==> src/rtl/spike_link_tx_if.sv <==
// Producer-side spike word handshake between a neuron tile and its link transmitter.
interface spike_link_tx_if #(
  parameter int DATA_W = 8
);
  logic              spk_valid;
  logic [DATA_W-1:0] spk_data;
  logic              spk_ready;

  modport master (output spk_valid, output spk_data, input spk_ready);
  modport slave  (input spk_valid, input spk_data, output spk_ready);
endinterface

==> src/rtl/spike_link_tx.sv <==
// Inter-tile spike link transmitter: buffers spike words in a small FIFO and
// sends each as a framed serial word (start, LSB-first data, even parity, stop).
module spike_link_tx #(
  parameter int DATA_W     = 8,
  parameter int FIFO_DEPTH = 4,
  parameter int BIT_DIV    = 4
) (
  input  logic                        clk,
  input  logic                        rst_n,
  input  logic                        ena,
  spike_link_tx_if.slave              spk,
  input  logic                        link_rdy,
  output logic                        tx_line,
  output logic                        busy,
  output logic                        overflow,
  output logic [$clog2(FIFO_DEPTH):0] fifo_level
);
  localparam int PW = $clog2(FIFO_DEPTH);
  localparam int LW = PW + 1;
  localparam int BW = (DATA_W > 1) ? $clog2(DATA_W) : 1;
  localparam int DW = (BIT_DIV > 1) ? $clog2(BIT_DIV) : 1;

  localparam logic [LW-1:0] DEPTH_L  = LW'(FIFO_DEPTH);
  localparam logic [BW-1:0] LAST_BIT = BW'(DATA_W - 1);
  localparam logic [DW-1:0] LAST_DIV = DW'(BIT_DIV - 1);

  localparam logic [2:0] S_IDLE   = 3'd0;
  localparam logic [2:0] S_START  = 3'd1;
  localparam logic [2:0] S_DATA   = 3'd2;
  localparam logic [2:0] S_PARITY = 3'd3;
  localparam logic [2:0] S_STOP   = 3'd4;

  logic [2:0]        state_q, state_d;
  logic [PW-1:0]     wr_ptr_q, wr_ptr_d;
  logic [PW-1:0]     rd_ptr_q, rd_ptr_d;
  logic [LW-1:0]     count_q, count_d;
  logic [DATA_W-1:0] shift_q, shift_d;
  logic              parity_q, parity_d;
  logic [BW-1:0]     bit_q, bit_d;
  logic [DW-1:0]     div_q, div_d;
  logic              tx_q, tx_d;
  logic              ovf_q, ovf_d;

  logic              full, empty, push, pop, tick;
  logic [DATA_W-1:0] mem [FIFO_DEPTH];
  logic [DATA_W-1:0] head;

  // One enabled register per FIFO entry; storage needs no reset.
  for (genvar gi = 0; gi < FIFO_DEPTH; gi++) begin : g_entry
    logic [DATA_W-1:0] entry_q;
    always_ff @(posedge clk) begin
      if (push && (wr_ptr_q == PW'(gi))) begin
        entry_q <= spk.spk_data;
      end
    end
    assign mem[gi] = entry_q;
  end

  assign full          = (count_q == DEPTH_L);
  assign empty         = (count_q == '0);
  assign spk.spk_ready = !full;
  assign push          = spk.spk_valid && !full;
  assign pop           = (state_q == S_IDLE) && !empty && link_rdy && ena;
  assign tick          = (div_q == LAST_DIV);
  assign head          = mem[rd_ptr_q];

  always_comb begin
    wr_ptr_d = push ? wr_ptr_q + PW'(1) : wr_ptr_q;
    rd_ptr_d = pop  ? rd_ptr_q + PW'(1) : rd_ptr_q;
    count_d  = count_q;
    case ({push, pop})
      2'b10:   count_d = count_q + LW'(1);
      2'b01:   count_d = count_q - LW'(1);
      default: count_d = count_q;
    endcase
    ovf_d = ovf_q | (spk.spk_valid && full);
  end

  // tx_d is the line level for the bit cell that begins on the next edge.
  always_comb begin
    state_d  = state_q;
    shift_d  = shift_q;
    parity_d = parity_q;
    bit_d    = bit_q;
    div_d    = div_q;
    tx_d     = tx_q;
    if (state_q == S_IDLE) begin
      if (pop) begin
        state_d  = S_START;
        shift_d  = head;
        parity_d = ^head;
        bit_d    = '0;
        div_d    = '0;
        tx_d     = 1'b0;
      end
    end else if (!tick) begin
      div_d = div_q + DW'(1);
    end else begin
      div_d = '0;
      case (state_q)
        S_START: begin
          state_d = S_DATA;
          tx_d    = shift_q[0];
        end
        S_DATA: begin
          if (bit_q == LAST_BIT) begin
            state_d = S_PARITY;
            tx_d    = parity_q;
          end else begin
            bit_d   = bit_q + BW'(1);
            shift_d = shift_q >> 1;
            tx_d    = shift_d[0];
          end
        end
        S_PARITY: begin
          state_d = S_STOP;
          tx_d    = 1'b1;
        end
        default: begin
          state_d = S_IDLE;
          tx_d    = 1'b1;
        end
      endcase
    end
  end

  always_ff @(posedge clk or negedge rst_n) begin
    if (!rst_n) begin
      state_q  <= S_IDLE;
      wr_ptr_q <= '0;
      rd_ptr_q <= '0;
      count_q  <= '0;
      shift_q  <= '0;
      parity_q <= 1'b0;
      bit_q    <= '0;
      div_q    <= '0;
      tx_q     <= 1'b1;
      ovf_q    <= 1'b0;
    end else begin
      state_q  <= state_d;
      wr_ptr_q <= wr_ptr_d;
      rd_ptr_q <= rd_ptr_d;
      count_q  <= count_d;
      shift_q  <= shift_d;
      parity_q <= parity_d;
      bit_q    <= bit_d;
      div_q    <= div_d;
      tx_q     <= tx_d;
      ovf_q    <= ovf_d;
    end
  end

  assign tx_line    = tx_q;
  assign busy       = (state_q != S_IDLE);
  assign overflow   = ovf_q;
  assign fifo_level = count_q;
endmodule

==> src/flat_wrapper.sv <==
// flat-port wrapper written by rule: the top's interface ports become plain ports
module spike_link_tx_flat 
#(
  parameter int DATA_W     = 8,
  parameter int FIFO_DEPTH = 4,
  parameter int BIT_DIV    = 4
)
  (clk, rst_n, ena, link_rdy, tx_line, busy, overflow, fifo_level, spk_spk_valid, spk_spk_data, spk_spk_ready);
  spike_link_tx_if #(.DATA_W(DATA_W)) spk_i ();
  input  logic clk;
  input  logic rst_n;
  input  logic ena;
  input  logic link_rdy;
  output logic tx_line;
  output logic busy;
  output logic overflow;
  output logic [$clog2(FIFO_DEPTH):0] fifo_level;
  input wire logic [$bits(spk_i.spk_valid)-1:0] spk_spk_valid;
  input wire logic [$bits(spk_i.spk_data)-1:0] spk_spk_data;
  output wire logic [$bits(spk_i.spk_ready)-1:0] spk_spk_ready;
  assign spk_i.spk_valid = spk_spk_valid;
  assign spk_i.spk_data = spk_spk_data;
  assign spk_spk_ready = spk_i.spk_ready;
  spike_link_tx #(.DATA_W(DATA_W), .FIFO_DEPTH(FIFO_DEPTH), .BIT_DIV(BIT_DIV)) u_core (.clk(clk), .rst_n(rst_n), .ena(ena), .spk(spk_i), .link_rdy(link_rdy), .tx_line(tx_line), .busy(busy), .overflow(overflow), .fifo_level(fifo_level));
endmodule
==> config.mk <==
export PLATFORM = sky130hd
export DESIGN_NAME = spike_link_tx_flat
export DESIGN_NICKNAME = d
export VERILOG_FILES = /design/src/rtl/spike_link_tx_if.sv /design/src/rtl/spike_link_tx.sv /design/src/flat_wrapper.sv
export SDC_FILE = /design/constraint.sdc
export NUM_CORES = 1
export LEC_CHECK = 0
export ABC_AREA = 1
export CELL_PAD_IN_SITES_DETAIL_PLACEMENT = 1
export CELL_PAD_IN_SITES_GLOBAL_PLACEMENT = 1
export CORE_MARGIN = 5
export CORE_UTILIZATION = 30
export CTS_BUF_LIST = sky130_fd_sc_hd__clkbuf_4
export DETAILED_ROUTE_END_ITERATION = 12
export DONT_BUFFER_PORTS = 1
export GPL_TIMING_DRIVEN = 0
export PLACE_DENSITY_LB_ADDON = 0.2
export SETUP_SLACK_MARGIN = 0.15
export SLEW_MARGIN = 10
export SYNTH_ARGS = -nofsm -noshare
export SYNTH_HDL_FRONTEND = slang
export SYNTH_SLANG_ARGS = --single-unit
==> constraint.sdc <==
create_clock -name clk -period 2.74 [get_ports clk]
set_input_delay 0.411 -clock clk [delete_from_list [all_inputs] [get_ports clk]]
set_output_delay 0.411 -clock clk [all_outputs]
set_load 0.005 [all_outputs]
# Word-level counts from Yosys, hierarchy flattened
# Index checks and enable logic that the tools add are counted.
[word_totals]
reg_bits = 58
input_bits = 13
output_inout_bits = 7
[classes]
n_addsub = 6
magnitude_cmp = 1
n_eq_ne = 14
mux = 27
bitwise = 2
n_reduce_logical = 23
[ops]
columns = ["operator", "n"]
rows = [
  ["$mux 8", 7],
  ["$mux 3", 9],
  ["$bmux 8 s2", 1],
  ["$logic_and 1x1->1", 9],
  ["$pmux 3 s3", 1],
  ["$eq 2x2->1 const B", 4],
  ["$reduce_xor 8->1", 1],
  ["$add 2x1->2 const B", 3],
  ["$add 3x1->3 const B", 2],
  ["$eq 3x2->1 const B", 2],
  ["$eq 3x3->1 const B", 2],
  ["$logic_not 3->1", 2],
  ["$mux 2", 3],
  ["$pmux 3 s2", 1],
  ["$reduce_bool 2->1", 3],
  ["$eq 2x1->1 const B", 2],
  ["$mux 1", 4],
  ["$ne 2x1->1 const B", 2],
  ["$reduce_and 2->1", 2],
  ["$reduce_and 4->1", 1],
  ["$eq 3x1->1 const B", 1],
  ["$ge 3x3->1 const B", 1],
  ["$ne 3x1->1 const B", 1],
  ["$not 2->3", 1],
  ["7 further kinds", 8],
]

# Longest topological paths before layout
[logic_depth]
ltp_word = 7
ltp_mapped = 15
ltp_nobuf = 13

# Worst setup path after synthesis
# OpenSTA, ideal clock, no wires.
[synth_timing]
path_kind = "register -> register"
startpoint = "register u_core.state_q[2]"
endpoint = "register u_core.count_q[2] (netlist: u_core.fifo_level[2])"
t_arrival_ns = 1.881
path_slack_ns = 0.735
path_stages_with_launch = 12
period_less_slack_ns = 2.005
path_cell_list = "dfrtp_1 nor2_4 inv_4 nor2_8 nand3_4 inv_4 ha_1 inv_1 fa_1 a21oi_1 o21ai_0 xnor2_1"
[synth_between]
elab_chain_len = 6
[synth_rtl]
columns = ["item", "line", "source"]
rows = [
  ["start, declared", "spike_link_tx.sv:33", "logic [2:0] state_q, state_d;"],
  ["start signal, assigned", "spike_link_tx.sv:140", "state_q <= state_d;"],
  ["$logic_not 3->1 (*)", "spike_link_tx.sv:63", "assign pop = (state_q == S_IDLE) && !empty && link_rdy && ena;"],
  ["$logic_and 1x1->1 (*) (3 in series)", "spike_link_tx.sv:63", ""],
  ["via u_core.pop", "spike_link_tx.sv:44", "logic full, empty, push, pop, tick;"],
  ["$eq 2x1->1 / $eq 2x2->1 (equally long branches)", "spike_link_tx.sv:71", "case ({push, pop})"],
  ["$pmux 3 s2 / $reduce_bool 2->1 (equally long branches)", "--", ""],
  ["end signal, assigned", "spike_link_tx.sv:143", "count_q <= count_d;"],
  ["end, declared", "spike_link_tx.sv:36", "logic [LW-1:0] count_q, count_d;"],
]
# The timed path passes the listed nets; every way through them passes the cells marked *.
# A chain may end at the register's enable or synchronous reset.

# Worst setup path after layout
# Same ends and word-level chain as after synthesis.

==> impl_metrics.tcl <==
set metrics [dict create \
    grt_start_max_net_pins 27 \
    die_h_um 108.6 \
    netSwitchingFraction 0.4452 \
    areaGrowthSynthToFinish_pct 11.12 \
    initial_core_util 0.3023 \
    max-clock-path-buffers 2 \
    critPathKind "reg2reg" \
    drive_gt1_frac 0.1128 \
    power_frac_clock 0.156 \
    path_max_fanout 6 \
    grt_pass1_wl_um 10740 \
    wl_um 6480 \
    place.gp.congestion 0.6885 \
    htree_num_levels 3 \
    synth_area_per_cell_um2 9.135 \
    drt_iter0_drc 88 \
    drv_slew 0 \
    power_density_nw_per_um2 1160 \
    viasPerCell 4.385 \
    clk_pin_slew_worst_paths_ns 0.11 \
    ir_drop_mv 0.3404 \
    mostFrequentLayoutCells "nand2_1, edfxtp_1, nand3_1, inv_1, dfrtp_1" \
    antenna_cells 0 \
    status "finished, final reports clean" \
    numClockSinks 58 \
    final_hold_viol_count 0 \
    power.share.sequential 0.367 \
    leakagePower_uw 0.001461 \
    crit_start "u_core.state_q[2]$_DFFE_PN0P_" \
    cp.arrival_ns 2.51 \
    holdBufCountCts 2 \
    relSlewSlack 0.3196 \
    ys_warn_count 0 \
    fin_setup_tns_ns 0 \
    clock_skew_ns 0.01099 \
    synth_cell_types 33 \
    route.detailed.drc 0 \
    dr.pass1.iters 4 \
    cts_buffers 9 \
    place.detailed.hpwl_um 4685 \
    clk_latency_ns 0.40 \
    root_buffer "clkbuf_4" \
    synthTopCellsByArea "edfxtp_1, dfrtp_1, nand2_1" \
    period_needed_ns 2.232 \
    row_count 36 \
    final_common_cell "nand2_1" \
    port_buffers 0 \
    grt_remaining_overflow 0 \
    wl_per_cell_um 13.79 \
    nets 354 \
    min-delay-path-class "in2reg" \
    final-setup-viol-count 0 \
    cts_tree "built" \
    min_from "spk_spk_data[6]" \
    tightest_slew_ns 1.017 \
    die_area_um2 11780 \
    pin_count 20 \
    cts_resized 0 \
    grt_pass1_vias 2223 \
    rsz0062_at_grt "no" \
    fmax_ghz 0.4480 \
    endpoint_kind "register" \
    combPwrFrac 0.477 \
    ys_ff_latch 58 \
    maxCapViolCount 0 \
    synth-seq-area-share 0.5535 \
    p_sw_uw 1673 \
    netlist_instances 319 \
    core_area_um2 9639 \
    synth_fp_nets 341 \
    cp.required_ns 3.02 \
    crit-reg2reg-launch "u_core.state_q[2]$_DFFE_PN0P_" \
    synth_top_area_cell "edfxtp_1" \
    start_kind "register" \
    netlist_area_um2 2914 \
    vias 2061 \
    grt_usage 0.1218 \
    fin_crit_sh 0.8147 \
    antenna_found_initial 0 \
    total_power_uw 3758 \
    antenna_left 0 \
    post_cts_buffers 0 \
    synth_top_area_frac 0.3298 \
    die_width_um 108.6 \
    intPower_uw 2085 \
]
[cell usage after synthesis, drive strengths merged]
| cell | n |
|---|---|
| nand2 | 128 |
| edfxtp | 32 |
| inv | 29 |
| nand3 | 28 |
| dfrtp | 25 |
| nor2 | 22 |
| o21ai | 15 |
| a21oi | 8 |
| ha | 8 |
| buf | 7 |
| o21a | 3 |
| xnor2 | 2 |
| xor2 | 2 |
| clkbuf | 1 |
| clkinv | 1 |
| dfstp | 1 |
| fa | 1 |
| nor3 | 1 |
| o211ai | 1 |
| o21bai | 1 |
| o22ai | 1 |
| o31ai | 1 |
| or2 | 1 |
[worst max-delay path: stages, from the launching register on]
cell,delay (ns)
dfrtp_1,0.44
nor2_4,0.18
inv_4,0.07
nor2_8,0.15
nand3_4,0.14
inv_4,0.13
ha_1,0.15
inv_1,0.07
fa_1,0.38
a21oi_1,0.14
o21ai_0,0.12
xnor2_1,0.15
[through the flow]
| step | instances | setup slack [ns] | hold slack (ns) | cell area [µm²] | utilization |
|---|---|---|---|---|---|
| 2_1_floorplan | 319 | 0.7349 | 0.1154 | 2914 | - |
| 3_3_place_gp | 452 | 0.5647 | 0.1161 | 3080 | 0.3196 |
| 3_5_place_dp | 452 | 0.5104 | 0.1159 | 3080 | 0.3196 |
| 4_1_cts | 470 | 0.4759 | 0.05966 | 3238 | 0.3359 |
| 5_1_grt | 470 | 0.3906 | 0.04896 | 3238 | 0.3359 |
| 6_report | 470 | 0.5076 | 0.09984 | 3238 | 0.3359 |
[per-layer routing]
| metal | up-vias | track usage | part of all wire |
|---|---|---|---|
| met2 | 21 | 0.2012 | 0.49 |
| met4 | 0 | 0.05140 | 0.011 |
| met3 | 7 | 0.03761 | 0.039 |
| li1 | 1054 | - | - |
| met1 | 979 | 0.1468 | 0.46 |
| met5 | - | 0 | 0 |
[power by group through the flow]
stage,Sequential [µW],Clock (µW),Combinational [µW]
6_report,1380,586,1790
5_1_grt,1410,663,2070
4_1_cts,1390,619,1830
3_5_place_dp,1400,0,1810
3_3_place_gp,1400,0,1770
2_1_floorplan,1360,0,1390
[cell families (layout without fill, tap and decap cells)]
logic type | count (synthesis) | in the layout | synth area share
AOI/OAI and AO/OA | 30 | 30 | 0.06355
xor gates and xnor gates | 4 | 4 | 0.01202
adders and majority gates | 9 | 9 | 0.04122
buffers and inverters | 38 | 56 | 0.05967
DFF | 58 | 58 | 0.5535
and+or+nand+nor | 180 | 180 | 0.2701
[final cells by class]
type | count | area, µm²
multi-input cells | 223 | 1127
clock buffers | 9 | 67.56
repair buffers | 2 | 30.03
plain buffers | 8 | 56.30
clock inverters | 7 | 60.06
inverters | 30 | 117.6
fillers | 1170 | 6401
well taps | 133 | 166.4
flip-flops and latches | 58 | 1613
[worst paths after layout]
check / to / slack, ns / cells after the start
min in group asynchronous: u_core.state_q[2]$_DFFE_PN0P_ / 0.43 / 2
max in group asynchronous: u_core.tx_line$_DFFE_PN1P_ / 2.09 / 2
hold / removal: u_core.g_entry[1].entry_q[6]$_DFFE_PP_ / 0.1 / 0
setup / recovery: u_core.fifo_level[2]$_DFFE_PN0P_ / 0.51 / 11
setup reg to reg: u_core.fifo_level[2]$_DFFE_PN0P_ / 0.51 / 11
hold reg to reg: u_core.tx_line$_DFFE_PN1P_ / 0.49 / 2
[state kept, by name, indices dropped and copies added (netlist names)]
name                    count
u_core.tx_line              1
u_core.g_entry.entry_q     32
u_core.bit_q                3
u_core.state_q              3
u_core.rd_ptr_q             2
u_core.overflow             1
u_core.wr_ptr_q             2
u_core.fifo_level           3
u_core.div_q                2
u_core.shift_q              8
u_core.parity_q             1
Power figures use the tool's default switching activity.
